File: config.mk
export PLATFORM = sky130hd
export DESIGN_NAME = exu_div
export DESIGN_NICKNAME = d
export VERILOG_FILES = /design/src/rtl/exu_div.sv
export SDC_FILE = /design/constraint.sdc
export NUM_CORES = 1
export LEC_CHECK = 0
export BUFFER_PORTS_ARGS = -buffer_cell sky130_fd_sc_hd__buf_2
export CAP_MARGIN = 20
export CORE_MARGIN = 3
export CORE_UTILIZATION = 63
export CTS_CLUSTER_SIZE = 16
export DETAILED_ROUTE_END_ITERATION = 12
export MAX_ROUTING_LAYER = met4
export PLACE_DENSITY = 0.9
export REMOVE_ABC_BUFFERS = 1
export SLEW_MARGIN = 10
export SYNTH_ARGS = -nofsm -noshare
export SYNTH_HDL_FRONTEND = slang
export SYNTH_SLANG_ARGS = --single-unit
File: constraint.sdc
create_clock -name clk -period 8.5 [get_ports clk]
set_clock_uncertainty 0.1 [all_clocks]
set_input_delay 1.275 -clock clk [delete_from_list [all_inputs] [get_ports clk]]
set_output_delay 1.275 -clock clk [all_outputs]
set_load 0.02 [all_outputs]
File: src/rtl/exu_div.sv
// Iterative radix-2 restoring divider for RV32M DIV/DIVU/REM/REMU with one-cycle special cases.
// Optional build macro EXU_DIV_EARLY_OUT_EN: skip the iteration loop when |dividend| < |divisor|.
module exu_div #(
    parameter int XLEN = 32
) (
    input  logic            clk,
    input  logic            rst,
    input  logic            flush,
    input  logic            div_valid,
    input  logic            rem,
    input  logic            unsign,
    input  logic [XLEN-1:0] rs1_data,
    input  logic [XLEN-1:0] rs2_data,
    input  logic [4:0]      rd_addr,
    input  logic [31:0]     instr_tag,
    output logic            busy,
    output logic            wb_valid,
    output logic [XLEN-1:0] wb_data,
    output logic [4:0]      wb_rd_addr,
    output logic [31:0]     wb_tag,
    output logic [1:0]      dbg_state
);

    typedef enum logic [1:0] {S_IDLE, S_CALC, S_FIX, S_DONE} state_t;

    localparam logic [XLEN-1:0] MIN_NEG = {1'b1, {(XLEN-1){1'b0}}};

    state_t          r_state, w_next;
    logic [5:0]      r_cnt;
    logic [XLEN:0]   r_rem_acc;
    logic [XLEN-1:0] r_quo, r_divisor;
    logic            r_q_neg, r_r_neg, r_rem_sel;
    logic [4:0]      r_rd;
    logic [31:0]     r_tag;
    logic            r_wb_valid;
    logic [XLEN-1:0] r_wb_data;
    logic [4:0]      r_wb_rd;
    logic [31:0]     r_wb_tag;

    logic            w_accept, w_s1, w_s2, w_div0, w_ovf, w_special, w_early, w_ge;
    logic [XLEN-1:0] w_mag1, w_mag2, w_spec_res, w_quo_fix, w_rem_mag, w_rem_fix;
    logic [XLEN:0]   w_shift, w_sub;

    // Handshake: div_valid is a one-cycle issue strobe, honoured only while busy is low
    // and flush is low; results leave as a one-cycle wb_valid pulse with no backpressure.
    assign w_accept   = (r_state == S_IDLE) & div_valid & ~flush;
    assign w_s1       = ~unsign & rs1_data[XLEN-1];
    assign w_s2       = ~unsign & rs2_data[XLEN-1];
    assign w_mag1     = w_s1 ? (~rs1_data + XLEN'(1)) : rs1_data;
    assign w_mag2     = w_s2 ? (~rs2_data + XLEN'(1)) : rs2_data;
    assign w_div0     = (rs2_data == '0);
    assign w_ovf      = ~unsign & (rs1_data == MIN_NEG) & (&rs2_data);
    assign w_special  = w_div0 | w_ovf;
    assign w_spec_res = w_div0 ? (rem ? rs1_data : '1) : (rem ? '0 : MIN_NEG);
`ifdef EXU_DIV_EARLY_OUT_EN
    assign w_early    = (w_mag1 < w_mag2);
`else
    assign w_early    = 1'b0;
`endif

    // One restoring step: shift the next dividend bit into the partial remainder.
    assign w_shift    = {r_rem_acc[XLEN-1:0], r_quo[XLEN-1]};
    assign w_ge       = (w_shift >= {1'b0, r_divisor});
    assign w_sub      = w_shift - {1'b0, r_divisor};

    assign w_rem_mag  = XLEN'(r_rem_acc);
    assign w_quo_fix  = r_q_neg ? (~r_quo + XLEN'(1)) : r_quo;
    assign w_rem_fix  = r_r_neg ? (~w_rem_mag + XLEN'(1)) : w_rem_mag;

    always_comb begin
        w_next = r_state;
        case (r_state)
            S_IDLE: begin
                if (w_accept) begin
                    if (w_special)    w_next = S_DONE;
                    else if (w_early) w_next = S_FIX;
                    else              w_next = S_CALC;
                end
            end
            S_CALC:  if (r_cnt == 6'd1) w_next = S_FIX;
            S_FIX:   w_next = S_DONE;
            default: w_next = S_IDLE;
        endcase
        if (flush) w_next = S_IDLE;
    end

    always_ff @(posedge clk) begin
        if (rst) r_state <= S_IDLE;
        else     r_state <= w_next;
    end

    always_ff @(posedge clk) begin
        if (rst) begin
            r_cnt      <= '0;
            r_rem_acc  <= '0;
            r_quo      <= '0;
            r_divisor  <= '0;
            r_q_neg    <= 1'b0;
            r_r_neg    <= 1'b0;
            r_rem_sel  <= 1'b0;
            r_rd       <= '0;
            r_tag      <= '0;
            r_wb_valid <= 1'b0;
            r_wb_data  <= '0;
            r_wb_rd    <= '0;
            r_wb_tag   <= '0;
        end else begin
            r_wb_valid <= 1'b0;
            case (r_state)
                S_IDLE: begin
                    if (w_accept) begin
                        r_rem_sel <= rem;
                        r_rd      <= rd_addr;
                        r_tag     <= instr_tag;
                        r_divisor <= w_mag2;
                        r_q_neg   <= w_s1 ^ w_s2;
                        r_r_neg   <= w_s1;
                        r_cnt     <= 6'(XLEN);
                        if (w_special) begin
                            r_wb_valid <= 1'b1;
                            r_wb_data  <= w_spec_res;
                            r_wb_rd    <= rd_addr;
                            r_wb_tag   <= instr_tag;
                        end else if (w_early) begin
                            r_quo     <= '0;
                            r_rem_acc <= {1'b0, w_mag1};
                        end else begin
                            r_quo     <= w_mag1;
                            r_rem_acc <= '0;
                        end
                    end
                end
                S_CALC: begin
                    r_rem_acc <= w_ge ? w_sub : w_shift;
                    r_quo     <= {r_quo[XLEN-2:0], w_ge};
                    r_cnt     <= r_cnt - 6'd1;
                end
                S_FIX: begin
                    if (!flush) begin
                        r_wb_valid <= 1'b1;
                        r_wb_data  <= r_rem_sel ? w_rem_fix : w_quo_fix;
                        r_wb_rd    <= r_rd;
                        r_wb_tag   <= r_tag;
                    end
                end
                default: ;
            endcase
        end
    end

    assign busy       = (r_state != S_IDLE);
    assign wb_valid   = r_wb_valid;
    assign wb_data    = r_wb_data;
    assign wb_rd_addr = r_wb_rd;
    assign wb_tag     = r_wb_tag;
    assign dbg_state  = r_state;

    a_no_issue_while_busy: assert property (@(posedge clk) disable iff (rst) !(div_valid && busy))
        else $error("exu_div: div_valid asserted while busy");

endmodule

==> run summary <==
==============================================================================
Number of vias per cell                                                   6.36
Routed wire per std cell                                               18.4 um
Number of synthesis warnings                                                 0
Number of non-filler instances in the completed layout                   2,146
Depth of the worst hold-timing path                                          2
Gate power share                                                         0.171
Prevailing post-synth register cell                               sky130_fd_sc_hd__dfxtp_1
Number of buffers added to fix hold violations after cts                     0
Reg-to-reg critical path endpoint                                 r_rem_acc[29]$_SDFFE_PP0P_
Leak pwr                                                               5.87 nW
Class of the tightest hold or removal check                         reg -> reg
Fmax                                                                   200 MHz
Via count of the first global-routing pass                               13.0k
Final HPWL DP                                                        28,400 um
Max-capacitance violation count                                              0
Setup repair after global routing missed its margin                         no
Max Used Layer                                                            met4
Initial Util                                                             0.652
Skew-Pair Late Insertion Delay                                          530 ps
Met3 wire len                                                          3670 um
Post-synth EDFFs                                                             0
Worst-case vdd ir drop                                               0.0997 mV
Pin count of the biggest net entering global routing                       102
DRC viols                                                                    0
Root Driver                                                       sky130_fd_sc_hd__clkbuf_16
Area contributors post-synth                                      sky130_fd_sc_hd__dfxtp_1, sky130_fd_sc_hd__nand2_1, sky130_fd_sc_hd__a21oi_1, sky130_fd_sc_hd__xor2_1, sky130_fd_sc_hd__nor2_1
Worst setup path startpoint                                       rs2_data[27]
Net load switching power                                            0.000702 W
CP Cell Sequence                                                  buf_2 > or4_1 > nor4_1 > nand4_1 > o21ai_2 > nand3_2 > a21oi_4 > buf_4 > nor2_1 > a211oi_1
Endpoint type of the worst setup path                                flip-flop
Total power draw                                                     0.00241 W
Sum Neg Setup Slack                                                       0 ps
Clock-pin slew on the worst setup and hold paths                         60 ps
Number of instances in the synthesized netlist                           1,755
Fin nets                                                                 2,014
Endpoint with the worst hold slack                                r_rd[1]$_SDFFE_PP0P_
Worst R2R Setup Slack                                                  4330 ps
Count of distinct cell types in the synthesized netlist                     70
Outcome                                                              completed
Die Area                                                          23,100 sq um
Maximum fanout encountered on the critical timing path                      90
Portion of total power attributed to sequential cells                    0.444
Buffer levels on the longest clock path                                      3
Router iterations before antenna repair                                      8
Worst Hold Launch                                                 r_rd[1]$_SDFFE_PP0P_
Met2 Routed Length                                                   18,500 um
Shortest clock period the worst path allows after layout               4990 ps
Area fraction of the dominant cell type after synthesis                  0.319
Total routing resource utilization after global routing                  0.331
Async S/R FF share, synth                                                    0
Count of port buffers added during placement                               179
Part of the cycle the worst path needs                                   0.587
Number of pins with negative max-slew slack in the final report              0
Combined area of the multi-input logic cells                        8520 sq um
Mean area per synthesized cell                                      7.66 sq um
GP Congestion                                                            0.968
Max-Slew Margin vs Limit                                                 0.261
Total wire length                                                    39,500 um
Syn-to-layout area delta                                                 12.2%
CTS Sinks                                                                  214
Sum of overflow across all layers after global routing                       0
Number of CTS-inserted buffers                                              23
Layout cell share with drive strength beyond 1                           0.132
Total core area                                                   20,600 sq um
Actual transition at the worst max-transition pin                      1100 ps
Die Width                                                               152 um
Fraction of power spent switching nets                                   0.292
Cell type with the highest aggregate area in the netlist          sky130_fd_sc_hd__dfxtp_1
Portion of the post-synthesis area used by sequential elements           0.319
Global-route wire length before repair                               64,100 um
Total area of sequential cells                                      4280 sq um
Count of vias placed by the detailed router                              13.7k
Remaining antenna violation count after routing                              0
Setup violations, final                                                      0
Slowest stage cell on the critical path                           sky130_fd_sc_hd__buf_4
TritonCTS clock tree                                                      done
Vertical die dimension                                                  152 um
WS Path Type                                                         in -> reg
Hold violation count in the final report                                     0
Met1 Wirelength                                                      16,200 um
Resize count post-CTS                                                        0
DR iter-0 viols                                                          1,267
Clock network power share                                                0.385
Post-synthesis sequential element count                                    214
Critical path data required time                                       8830 ps
Cell count after placement                                               2,106
Antenna violations before repair                                             1
Crit start category                                                 input port
Cell internal pwr                                                    0.00171 W
I/O pins                                                                   180
H-tree depth                                                                 1
Hold WS                                                                 356 ps
Number of buffers inserted by post-CTS setup repair                          0
Area of the mapped netlist                                        13,500 sq um
Number of cell instances on the worst register-to-register path             10
Pwr/cell area                                                      160 nW/um^2
Highest cell delay on the worst timing path                             770 ps
Worst R2R Start                                                   dbg_state[0]$_SDFFE_PP0P_
Layout Utilization                                                       0.732
Total number of placement rows                                              52
Filler cell count                                                        1,599
Data arrival, critical path                                            5320 ps
==============================================================================
==> critical path: cells and delay by family <==
family / cells / cell delay [ps]
compound gates: 3 / 1170
simple gates: 5 / 1930
buf+inv: 2 / 900
==> metrics by stage <==
| step | area (sq um) | setup slack, ps |
|---|---|---|
| floorplan | 13000 | 1030 |
| global placement | 14400 | 3300 |
| detailed placement | 14400 | 3130 |
| CTS | 15100 | 3650 |
| global route | 15100 | 3240 |
| finish | 15100 | 3510 |
==> how the worst max path moves through the flow <==
stage                                       endpoint  cells after the start
after floorplan           r_rem_acc[27]$_SDFFE_PP0P_                      7
after global routing         wb_tag[28]$_SDFFE_PP0P_                     10
final                        wb_data[1]$_SDFFE_PP0P_                     10
after global placement       wb_data[6]$_SDFFE_PP0P_                     10
after detailed placement     wb_data[1]$_SDFFE_PP0P_                     10
after CTS                    wb_data[1]$_SDFFE_PP0P_                     10
==> registers in the layout (all words and copies together), names as in the netlist <==
signal,flops
r_cnt,6
dbg_state,2
r_r_neg,1
r_quo,32
wb_valid,1
r_tag,32
wb_rd_addr,5
r_rem_acc,32
r_divisor,32
r_rem_sel,1
r_q_neg,1
wb_tag,32
wb_data,32
r_rd,5
==> cells in the mapped netlist, drive strengths merged (4+ instances only) <==
cell type,number
o41ai,15
a2111oi,4
a32oi,7
or4,19
a311oi,10
nor2,166
and3,9
a22oi,4
o2bb2ai,4
xnor2,68
nand4,24
xor2,75
a21oi,154
dfxtp,214
buf,21
a22o,14
a21o,13
ha,43
o21bai,6
o22ai,6
a211oi,78
or2,6
clkbuf,90
a221oi,8
o31ai,35
a31oi,11
o211ai,29
mux2i,50
inv,65
nand2b,9
a21boi,4
nand3,26
o21ai,99
nor4,20
nor3,25
o21a,4
nor2b,7
or3,16
nand2,261
and2,4
==> placed cells by master (no fill, tap or decap), drive strengths merged, types with 6 or more instances in the layout <==
cell    Yosys  layout
a211oi     78      78
a21o       13      13
a21oi     154     154
a221oi      8       8
a22o       14      14
a311oi     10      10
a31oi      11      11
a32oi       7       7
and3        9       9
buf        21     194
clkbuf     90      31
dfxtp     214     214
ha         43      43
inv        65      66
mux2i      50      50
nand2     261     261
nand2b      9       9
nand3      26      26
nand4      24      24
nor2      166     166
nor2b       7       7
nor3       25      25
nor4       20      20
o211ai     29      29
o21ai      99      99
o21bai      6       6
o22ai       6       6
o31ai      35      35
o41ai      15      15
or2         6       6
or3        16      16
or4        19      19
xnor2      68      68
xor2       75      75
==> per-layer routing <==
metal  vias up  global-route usage
met5         -                   -
li1       6531                   -
met1      6314               0.421
met4         0               0.118
met3       101              0.0552
met2       711               0.536
==> cell families (layout without fill, tap and decap cells) <==
family | count (synthesis) | in the layout | share of synthesized area
AO/OA/AOI/OAI | 527 | 527 | 0.255
XOR/XNOR | 143 | 143 | 0.0931
adder cells (fa/ha/maj) | 44 | 44 | 0.0415
buffers and inverters | 176 | 296 | 0.0508
flip-flops | 214 | 214 | 0.319
multiplexers | 50 | 50 | 0.0372
other | 0 | 1 | 0
AND/OR/NAND/NOR | 601 | 601 | 0.203
==> power by group through the flow <==
| stage | sequential, W | clock (W) | combinational (W) |
|---|---|---|---|
| floorplan | 0.00108 | 0 | 0.000267 |
| global placement | 0.00109 | 0 | 0.000390 |
| detailed placement | 0.00109 | 0 | 0.000400 |
| CTS | 0.00107 | 0.000932 | 0.000402 |
| global route | 0.00107 | 0.000974 | 0.000454 |
| finish | 0.00107 | 0.000928 | 0.000412 |
==> area by class of cell <==
type,instances,share of cell area
diodes,1,0.000166
repair buffers,194,0.0680
clock inverters,6,0.00340
multi-input cells,1365,0.564
flip-flops and latches,214,0.284
inverters,65,0.0162
well taps,270,0.0224
clock buffers,31,0.0415
Power figures use the tool's default switching activity.
